$ cat src/rtl/cam_pkg.sv
// cam_pkg: shared definitions for the OV7670 capture path.
//   - Capture FSM state encoding (IDLE=0, ARMED=1, CAPTURE=2, DONE=3).
//   - Default frame geometry and counter width. The pixel-packing datapath
//     and the display side use the same geometry constants.
package cam_pkg;

   typedef enum logic [1:0] {
      S_IDLE    = 2'd0,
      S_ARMED   = 2'd1,
      S_CAPTURE = 2'd2,
      S_DONE    = 2'd3
   } cap_state_t;

   localparam int H_PIX_DEF    = 160;  // RGB332 pixels per line
   localparam int V_LINES_DEF  = 120;  // lines per frame
   localparam int CW_DEF       = 8;    // line/pixel counter width
   localparam int BYTES_PER_PX = 2;    // camera bytes per packed pixel
   localparam int LINE_BYTES   = H_PIX_DEF * BYTES_PER_PX;
   localparam int FRAME_PIX    = H_PIX_DEF * V_LINES_DEF;

endpackage

$ cat src/rtl/btn_debounce.sv
// btn_debounce: 2-flop synchroniser, debounce counter and rising-edge pulse.
//   pclk  in  : sampling clock
//   rst   in  : asynchronous active-low reset
//   btn   in  : raw, asynchronous button level (active-high)
//   rise  out : one-cycle pulse when the debounced level goes 0 -> 1
// The debounced level only follows the synchronised input after DEB_CYC
// consecutive samples that differ from the current level.
module btn_debounce #(
   parameter int DEB_CYC = 16
) (
   input  logic pclk,
   input  logic rst,
   input  logic btn,
   output logic rise
);

   localparam int DW = $clog2(DEB_CYC + 1);

   logic          s1, s2;
   logic          level;
   logic [DW-1:0] cnt;

   always_ff @(posedge pclk or negedge rst) begin
      if (!rst) begin
         s1    <= 1'b0;
         s2    <= 1'b0;
         level <= 1'b0;
         cnt   <= '0;
         rise  <= 1'b0;
      end else begin
         s1   <= btn;
         s2   <= s1;
         rise <= 1'b0;
         if (s2 == level) begin
            // any sample agreeing with the current level restarts the run
            cnt <= '0;
         end else if (cnt == DW'(DEB_CYC - 1)) begin
            cnt   <= '0;
            level <= s2;
            rise  <= s2;
         end else begin
            cnt <= cnt + 1'b1;
         end
      end
   end

endmodule

$ cat src/rtl/cam_capture_ctrl.sv
// cam_capture_ctrl: frame-capture controller in the camera pclk domain.
//   pclk, rst      : clock, asynchronous active-low reset
//   vsync, href    : camera sync inputs (vsync high between frames)
//   btnP           : raw snapshot button
//   mode_cont      : 1 = continuous, 0 = snapshot (sampled in IDLE/DONE)
//   cap_en         : datapath write gate, high in CAPTURE
//   frame_start    : pulse on entering CAPTURE
//   frame_done     : pulse in DONE
//   frame_err      : error status of last completed frame
//   buf_sel        : buffer being written; display reads ~buf_sel
//   busy           : high in ARMED and CAPTURE
//   line_cnt       : lines completed in current/last frame
//   px_cnt         : pixels completed in current line
module cam_capture_ctrl
   import cam_pkg::*;
#(
   parameter int H_PIX   = H_PIX_DEF,
   parameter int V_LINES = V_LINES_DEF,
   parameter int DEB_CYC = 16,
   parameter int CW      = CW_DEF
) (
   input  logic          pclk,
   input  logic          rst,
   input  logic          vsync,
   input  logic          href,
   input  logic          btnP,
   input  logic          mode_cont,
   output logic          cap_en,
   output logic          frame_start,
   output logic          frame_done,
   output logic          frame_err,
   output logic          buf_sel,
   output logic          busy,
   output logic [CW-1:0] line_cnt,
   output logic [CW-1:0] px_cnt
);

   localparam logic [CW-1:0] H_PIX_C   = CW'(H_PIX);
   localparam logic [CW-1:0] V_LINES_C = CW'(V_LINES);

   cap_state_t    state, state_nxt;
   logic          snap_req;
   logic          vsync_d, href_d;
   logic          vs_fall, vs_rise, hr_fall;
   logic          phase, phase_nxt;
   logic          err, err_nxt;
   logic [CW-1:0] px_nxt, line_nxt;
   logic          start_now, done_now;

   btn_debounce #(.DEB_CYC(DEB_CYC)) u_deb (
      .pclk (pclk),
      .rst  (rst),
      .btn  (btnP),
      .rise (snap_req)
   );

   assign vs_fall = vsync_d & ~vsync;
   assign vs_rise = ~vsync_d & vsync;
   assign hr_fall = href_d & ~href;

   assign start_now = (state == S_ARMED)   && vs_fall;
   assign done_now  = (state == S_CAPTURE) && vs_rise;

   // next state
   always_comb begin
      state_nxt = state;
      case (state)
         S_IDLE:    if (mode_cont || snap_req) state_nxt = S_ARMED;
         S_ARMED:   if (vs_fall) state_nxt = S_CAPTURE;
         S_CAPTURE: if (vs_rise) state_nxt = S_DONE;
         S_DONE:    state_nxt = mode_cont ? S_ARMED : S_IDLE;
         default:   state_nxt = S_IDLE;
      endcase
   end

   // frame/line bookkeeping; err_nxt already includes the end-of-frame
   // checks so DONE can latch it directly
   always_comb begin
      phase_nxt = phase;
      px_nxt    = px_cnt;
      line_nxt  = line_cnt;
      err_nxt   = err;
      if (start_now) begin
         phase_nxt = 1'b0;
         px_nxt    = '0;
         line_nxt  = '0;
         err_nxt   = 1'b0;
      end else if (state == S_CAPTURE) begin
         if (href) begin
            phase_nxt = ~phase;
            if (phase && (px_cnt != '1)) px_nxt = px_cnt + 1'b1;
         end
         if (hr_fall) begin
            if (line_cnt != '1) line_nxt = line_cnt + 1'b1;
            px_nxt    = '0;
            phase_nxt = 1'b0;
            if ((px_cnt != H_PIX_C) || phase) err_nxt = 1'b1;
         end
         if (vs_rise) begin
            // a line still open at vsync rise is dropped and flags the frame
            if (href) err_nxt = 1'b1;
            if (line_nxt != V_LINES_C) err_nxt = 1'b1;
         end
      end
   end

   always_ff @(posedge pclk or negedge rst) begin
      if (!rst) begin
         state       <= S_IDLE;
         vsync_d     <= 1'b0;
         href_d      <= 1'b0;
         phase       <= 1'b0;
         err         <= 1'b0;
         px_cnt      <= '0;
         line_cnt    <= '0;
         cap_en      <= 1'b0;
         busy        <= 1'b0;
         frame_start <= 1'b0;
         frame_done  <= 1'b0;
         frame_err   <= 1'b0;
         buf_sel     <= 1'b0;
      end else begin
         state       <= state_nxt;
         vsync_d     <= vsync;
         href_d      <= href;
         phase       <= phase_nxt;
         err         <= err_nxt;
         px_cnt      <= px_nxt;
         line_cnt    <= line_nxt;
         cap_en      <= (state_nxt == S_CAPTURE);
         busy        <= (state_nxt == S_ARMED) || (state_nxt == S_CAPTURE);
         frame_start <= start_now;
         frame_done  <= done_now;
         if (done_now) begin
            frame_err <= err_nxt;
            // only a clean frame is handed to the display
            if (!err_nxt) buf_sel <= ~buf_sel;
         end
      end
   end

endmodule

$ cat config.mk
export PLATFORM = sky130hd
export DESIGN_NAME = cam_capture_ctrl
export DESIGN_NICKNAME = d
export VERILOG_FILES = /design/src/rtl/cam_pkg.sv /design/src/rtl/btn_debounce.sv /design/src/rtl/cam_capture_ctrl.sv
export SDC_FILE = /design/constraint.sdc
export NUM_CORES = 1
export LEC_CHECK = 0
export CORE_AREA = 5 5 58 81
export CTS_CLUSTER_DIAMETER = 50
export DETAILED_ROUTE_END_ITERATION = 8
export DIE_AREA = 0 0 63 86
export PLACE_DENSITY = 0.73
export SETUP_SLACK_MARGIN = 0.15
export SLEW_MARGIN = 20
export SYNTH_ARGS = -nofsm -noshare
export SYNTH_HDL_FRONTEND = slang
export SYNTH_SLANG_ARGS = --single-unit
$ cat constraint.sdc
create_clock -name pclk -period 3.95 [get_ports pclk]
set_clock_uncertainty 0.2 [all_clocks]
set_input_delay 0.79 -clock pclk [delete_from_list [all_inputs] [get_ports pclk]]
set_output_delay 0.79 -clock pclk [all_outputs]
set_load 0.05 [all_outputs]
# Yosys cells after proc, flatten, opt, wreduce, memory -nomap -nowiden
# Cells that the tools add are included.
[op_classes]
n_reduce_logical = 14
muxes = 31
addsub = 3
n_eq_ne = 11
bitwise_logic = 10
[ops]
columns = ["op", "n"]
rows = [
  ["8-bit two-way mux", 11],
  ["8-bit inequality test (second input constant)", 3],
  ["8-bit by 1-bit adder with 8-bit output (second input constant)", 2],
  ["1-bit two-way mux", 14],
  ["5-bit two-way mux", 2],
  ["8-bit by 7-bit inequality test with 1-bit output (second input constant)", 1],
  ["2-bit case mux with 4 select lines", 1],
  ["1-bit NOT", 7],
  ["2-bit == test (second input constant)", 3],
  ["2-bit two-way mux", 3],
  ["2-bit AND reduction", 3],
  ["3-bit nonzero test", 2],
  ["5-bit by 1-bit adder with 5-bit output (second input constant)", 1],
  ["5-bit by 4-bit == test with 1-bit output (second input constant)", 1],
  ["2-bit by 1-bit == test with 1-bit output (second input constant)", 2],
  ["1-bit AND", 3],
  ["1-bit logical AND", 3],
  ["1-bit logical OR", 3],
  ["3-bit AND reduction", 1],
  ["2-bit logical NOT", 1],
  ["2-bit nonzero test", 1],
  ["1-bit == test", 1],
]
[word_totals]
regBits = 37
in_bits = 6
output_inout_bits = 22
word_cells = 87

# Depth between registers and ports, before layout
[logic_depth]
ltp_word = 12
depth_mapped = 8
mapped_depth_nobuf = 8

# Cells and area by module
# Synthesis repeated with hierarchy kept, for this count alone.
[unflattened]
hier_cells = 185
hier_area_um2 = 1869.3
[by_module_without_submodules]
columns = ["module", "cells_each", "instances", "area_per_inst_um2", "seq_area_each_um2"]
rows = [
  ["cam_capture_ctrl", 160, 1, 1534.0, 700.7],
  ["btn_debounce", 25, 1, 335.3, 225.2],
]

# Worst setup path before layout
# No wires, ideal clock.
[synth_timing]
path_type = "flip-flop to flip-flop"
from = "register line_cnt[0]"
to = "register buf_sel"
slack_ns = 1.420
arrival_time_ns = 2.248
setup_ns = 0.082
synth_period_minus_slack_ns = 2.530
required_time_ns = 3.668
path_buffers = 0
stages_incl_launch_ff = 8
path_cell_list = "dfrtp_1 > ha_1 > nand3_1 > nor2_1 > a211oi_1 > or3_4 > nor4b_4 > xor2_1"
[synth_via]
elab_chain_cells = 12
elab_cells_between_ends = 13
cone_classes = "add/sub: 1; eq/ne: 2; mux: 8; bitwise: 1; reduce/logical: 1"
[synth_rtl]
columns = ["item", "line", "text"]
rows = [
  ["start: declaration", "cam_capture_ctrl.sv:34", "output logic [CW-1:0] line_cnt,"],
  ["start signal: assignment", "cam_capture_ctrl.sv:129", "line_cnt <= line_nxt;"],
  ["8-bit by 1-bit adder with 8-bit output or 8-bit inequality test (tied branches)", "cam_capture_ctrl.sv:94", "if (line_cnt != '1) line_nxt = line_cnt + 1'b1;"],
  ["8-bit two-way mux", "cam_capture_ctrl.sv:94", ""],
  ["8-bit two-way mux (*)", "cam_capture_ctrl.sv:93", "if (hr_fall) begin"],
  ["8-bit two-way mux (*)", "cam_capture_ctrl.sv:88", "end else if (state == S_CAPTURE) begin"],
  ["8-bit two-way mux (*)", "cam_capture_ctrl.sv:83", "if (start_now) begin"],
  ["8-bit by 7-bit inequality test with 1-bit output (*)", "cam_capture_ctrl.sv:102", "if (line_nxt != V_LINES_C) err_nxt = 1'b1;"],
  ["1-bit two-way mux (*)", "cam_capture_ctrl.sv:102", ""],
  ["1-bit two-way mux (*)", "cam_capture_ctrl.sv:99", "if (vs_rise) begin"],
  ["1-bit two-way mux (*)", "cam_capture_ctrl.sv:88", ""],
  ["1-bit two-way mux (*)", "cam_capture_ctrl.sv:83", ""],
  ["1-bit NOT (no line) (*)", "n/a", ""],
  ["2-bit AND reduction (no line) (*)", "n/a", ""],
  ["end signal: assignment", "cam_capture_ctrl.sv:137", "if (!err_nxt) buf_sel <= ~buf_sel;"],
  ["end: declaration", "cam_capture_ctrl.sv:32", "output logic buf_sel,"],
]
# Every way passes the cells marked *; elsewhere a longest branch is shown, timed or not. The select of a mux whose other input is x is not followed.
# A chain may end at the register's enable or synchronous reset.

# Final worst setup path
[layout_timing]
from = "input href"
to = "register buf_sel"
[layout_via]
elab_chain_cells = 12
elab_cells_between_ends = 14
cone_classes = "eq/ne: 1; mux: 9; bitwise: 3; reduce/logical: 1"
[layout_rtl]
columns = ["item", "line", "text"]
rows = [
  ["start: declaration", "cam_capture_ctrl.sv:25", "input logic href,"],
  ["1-bit NOT", "cam_capture_ctrl.sv:59", "assign hr_fall = href_d & ~href;"],
  ["1-bit AND", "cam_capture_ctrl.sv:59", ""],
  ["8-bit two-way mux", "cam_capture_ctrl.sv:93", ""],
  ["8-bit two-way mux", "cam_capture_ctrl.sv:88", ""],
  ["8-bit two-way mux", "cam_capture_ctrl.sv:83", ""],
  ["8-bit by 7-bit inequality test with 1-bit output", "cam_capture_ctrl.sv:102", ""],
  ["1-bit two-way mux", "cam_capture_ctrl.sv:102", ""],
  ["1-bit two-way mux (*)", "cam_capture_ctrl.sv:99", ""],
  ["1-bit two-way mux (*)", "cam_capture_ctrl.sv:88", ""],
  ["1-bit two-way mux (*)", "cam_capture_ctrl.sv:83", ""],
  ["1-bit NOT (no line) (*)", "n/a", ""],
  ["2-bit AND reduction (no line) (*)", "n/a", ""],
]
# Marked as above.

==> results_dict.tcl <==
set metrics [dict create \
    outcome "finished clean" \
    drt_iter0_drc 72 \
    pin_count 28 \
    path_class "in2reg" \
    die-area_sq_um 5418 \
    cpPeakStageDelay_ps 540 \
    arrival_ps 2860 \
    synth_enable_flop_cells 0 \
    overflow 0 \
    area_delta_synth_final_pct 23.58 \
    cpMaxStageDelayCell "clkdlybuf4s50_1" \
    tritoncts.num_buffers 5 \
    grt_setup_unrepaired "false" \
    clk_pin_slew_ps 80 \
    max-slew-margin-rel_pct 64.13 \
    hold_buffers 0 \
    clkSinkCount 37 \
    cp-startpoint "href" \
    drcViolationCount 0 \
    grt_max_degree 38 \
    crit_fanout 9 \
    setup.worst_path.end_class "flip-flop" \
    vias_per_cell 5.531 \
    hp-class "reg2reg" \
    utilization_pct 59.58 \
    place.gp.congestion 0.8428 \
    rows 27 \
    p_per_area_nw_per_um2 510.2 \
    synth_ff_type "dfrtp_1" \
    vias 1499 \
    async_reset_ff_share_pct 100.0 \
    synth_area_sq_um 1873 \
    start_util_pct 48.21 \
    core_area_sq_um 3885 \
    final_cell_area_sq_um 2315 \
    wire_per_inst_um 14.08 \
    period_needed_ps 2841 \
    htreeDepth 2 \
    vdd_drop_max_v 0.0004536 \
    placed_area_sq_um 2200 \
    globalRouteTotalUtil_pct 15.43 \
    reg2reg_depth 7 \
    postRouteAntennaNets 0 \
    diodes 0 \
    root_buffer "clkbuf_8" \
    path_cells "clkdlybuf4s50_1 -> and4b_4 -> nand3_2 -> a2bb2oi_1 -> or3_4 -> nor4b_4 -> xor2_1" \
    grt_pass1_vias 1505 \
    synthCells 194 \
    final_nets 238 \
    drive_above_1_share_pct 7.018 \
    cts_setup_buffers 0 \
    yosys_warnings 0 \
    finalSetupViolations 0 \
    fillCellCount 344 \
    antenna_found_initial 0 \
    grt_pass1_wl_um 6824 \
    yosysSeqAreaShare_pct 49.43 \
    required_ps 3960 \
    r2r_start "line_cnt[0]" \
    max_freq_ghz 0.3519 \
    finalHoldViolations 0 \
    dp_hpwl_um 2855 \
    dr.pass1.iters 4 \
    rr_endpoint "buf_sel" \
    synth.ff_latch_count 37 \
    drt_wl_total_um 3816 \
    cts_tree "built" \
    p_leak_uw 0.001003 \
    tightest_slew_ps 537.0 \
    critPathLaunchType "input pin" \
    post-route-period-util_pct 71.93 \
    io_buffer_count 27 \
    slew_violations 0 \
    avgSynthCellArea_sq_um 9.655 \
    synth_nets 205 \
    synth_cell_type_count 43 \
    clk-insertion-delay-late_ps 290 \
    die_w_um 63 \
    r2r_slack_ps 1500 \
    crit_end "buf_sel" \
    cts_resized 0 \
    fin_setup_tns_ps 0 \
    clk_path_buf_depth 2 \
    fp.dieH_um 86 \
    maxCapViolCount 0 \
]
## layout make-up
type / instances / area (sq um) / share of cell area (%)
Inverter: 9 / 33.78 / 1.459
Tap cell: 43 / 53.80 / 2.324
Timing Repair Buffer: 29 / 285.3 / 12.32
Sequential cell: 37 / 925.9 / 40.00
Multi-Input combinational cell: 145 / 900.9 / 38.92
Clock buffer: 5 / 68.82 / 2.973
Clock inverter: 3 / 46.29 / 2.000
## worst max-delay path: cells and delay by family
family,cells,cell delay [ps]
compound gates,1,160
xor+xnor,1,170
buf+inv,1,540
simple gates,4,1200
## synth_stat cells (2+ instances only)
library cell	n	area share [%]
nor2_1	24	4.8
dfrtp_1	37	49
nor4b_1	2	0.94
o21ai_1	2	0.53
nand2_1	10	2.0
clkbuf_1	2	0.40
ha_1	5	3.3
nand2b_1	7	2.3
nand3_1	9	2.4
inv_1	8	1.6
a21oi_1	9	2.4
a211oi_1	3	1.2
nand3b_1	2	0.80
nor4bb_1	2	1.1
and3_1	7	2.3
o31ai_1	3	1.2
nor3_1	5	1.3
nor2b_1	2	0.67
o21ai_0	23	6.1
xor2_1	5	2.3
a31oi_1	3	1.0
and4b_1	2	1.1
nand4_1	2	0.67
## stage by stage
stage	instances	hold WS, ps	worst slack [ps]	total power (uW)
floorplan	194	131.2	1420	736.5
global placement	263	134.6	852.5	867.0
detailed placement	263	136.4	809.9	869.0
CTS	271	155.0	1115	1195
global route	271	160.1	962.2	1251
finish	271	151.9	1109	1181
## registers in the layout (all words and copies together) (netlist names), 2 cells and up
signal     flops
line_cnt       8
px_cnt         8
u_deb.cnt      5
state          2
## power by group
part           switching [uW]  internal (uW)
clock network             136            189
registers                53.1            432
logic                     241            131
## kinds of logic after synthesis
group	synth area share, %
DFF	49.43
AOI/OAI and AO/OA	14.83
buffers and inverters	2.471
and+or+nand+nor	25.99
xor gates and xnor gates	2.806
adders and majority gates	3.340
muxes	1.136
## how the worst min path moves through the flow
stage / startpoint / to / slack (ps) / cells after the start
final: u_deb.s1 / u_deb.s2 / 150 / 0
after global routing: u_deb.s1 / u_deb.s2 / 160 / 0
after CTS: u_deb.s1 / u_deb.s2 / 160 / 0
after detailed placement: u_deb.s1 / u_deb.s2 / 140 / 0
after global placement: u_deb.s1 / u_deb.s2 / 130 / 0
after floorplan: u_deb.s1 / u_deb.s2 / 130 / 0
## layout by cell type (no fill, tap or decap), drive strengths merged, types with 3 or more instances in the layout
| cell type | synthesis | layout |
|---|---|---|
| a211oi | 3 | 3 |
| xor2 | 5 | 5 |
| o21ai | 25 | 25 |
| nand2b | 7 | 7 |
| nand3 | 10 | 10 |
| dfrtp | 37 | 37 |
| and4b | 3 | 3 |
| inv | 8 | 8 |
| o31ai | 3 | 3 |
| ha | 5 | 5 |
| clkdlybuf4s50 | 0 | 27 |
| a31oi | 3 | 3 |
| and3 | 7 | 7 |
| clkbuf | 2 | 5 |
| nand2 | 10 | 10 |
| nor2 | 24 | 24 |
| a21oi | 9 | 9 |
| nor3 | 5 | 5 |
| nor4b | 3 | 3 |
## per-layer routing
metal | part of all wire, % | track usage [%]
met1 | 44 | 19.70
met2 | 50 | 25.30
met3 | 3.7 | 3.932
met4 | 1.5 | 5.212
met5 | 0 | 0
Note: power is estimated with default switching activity, not from simulation.
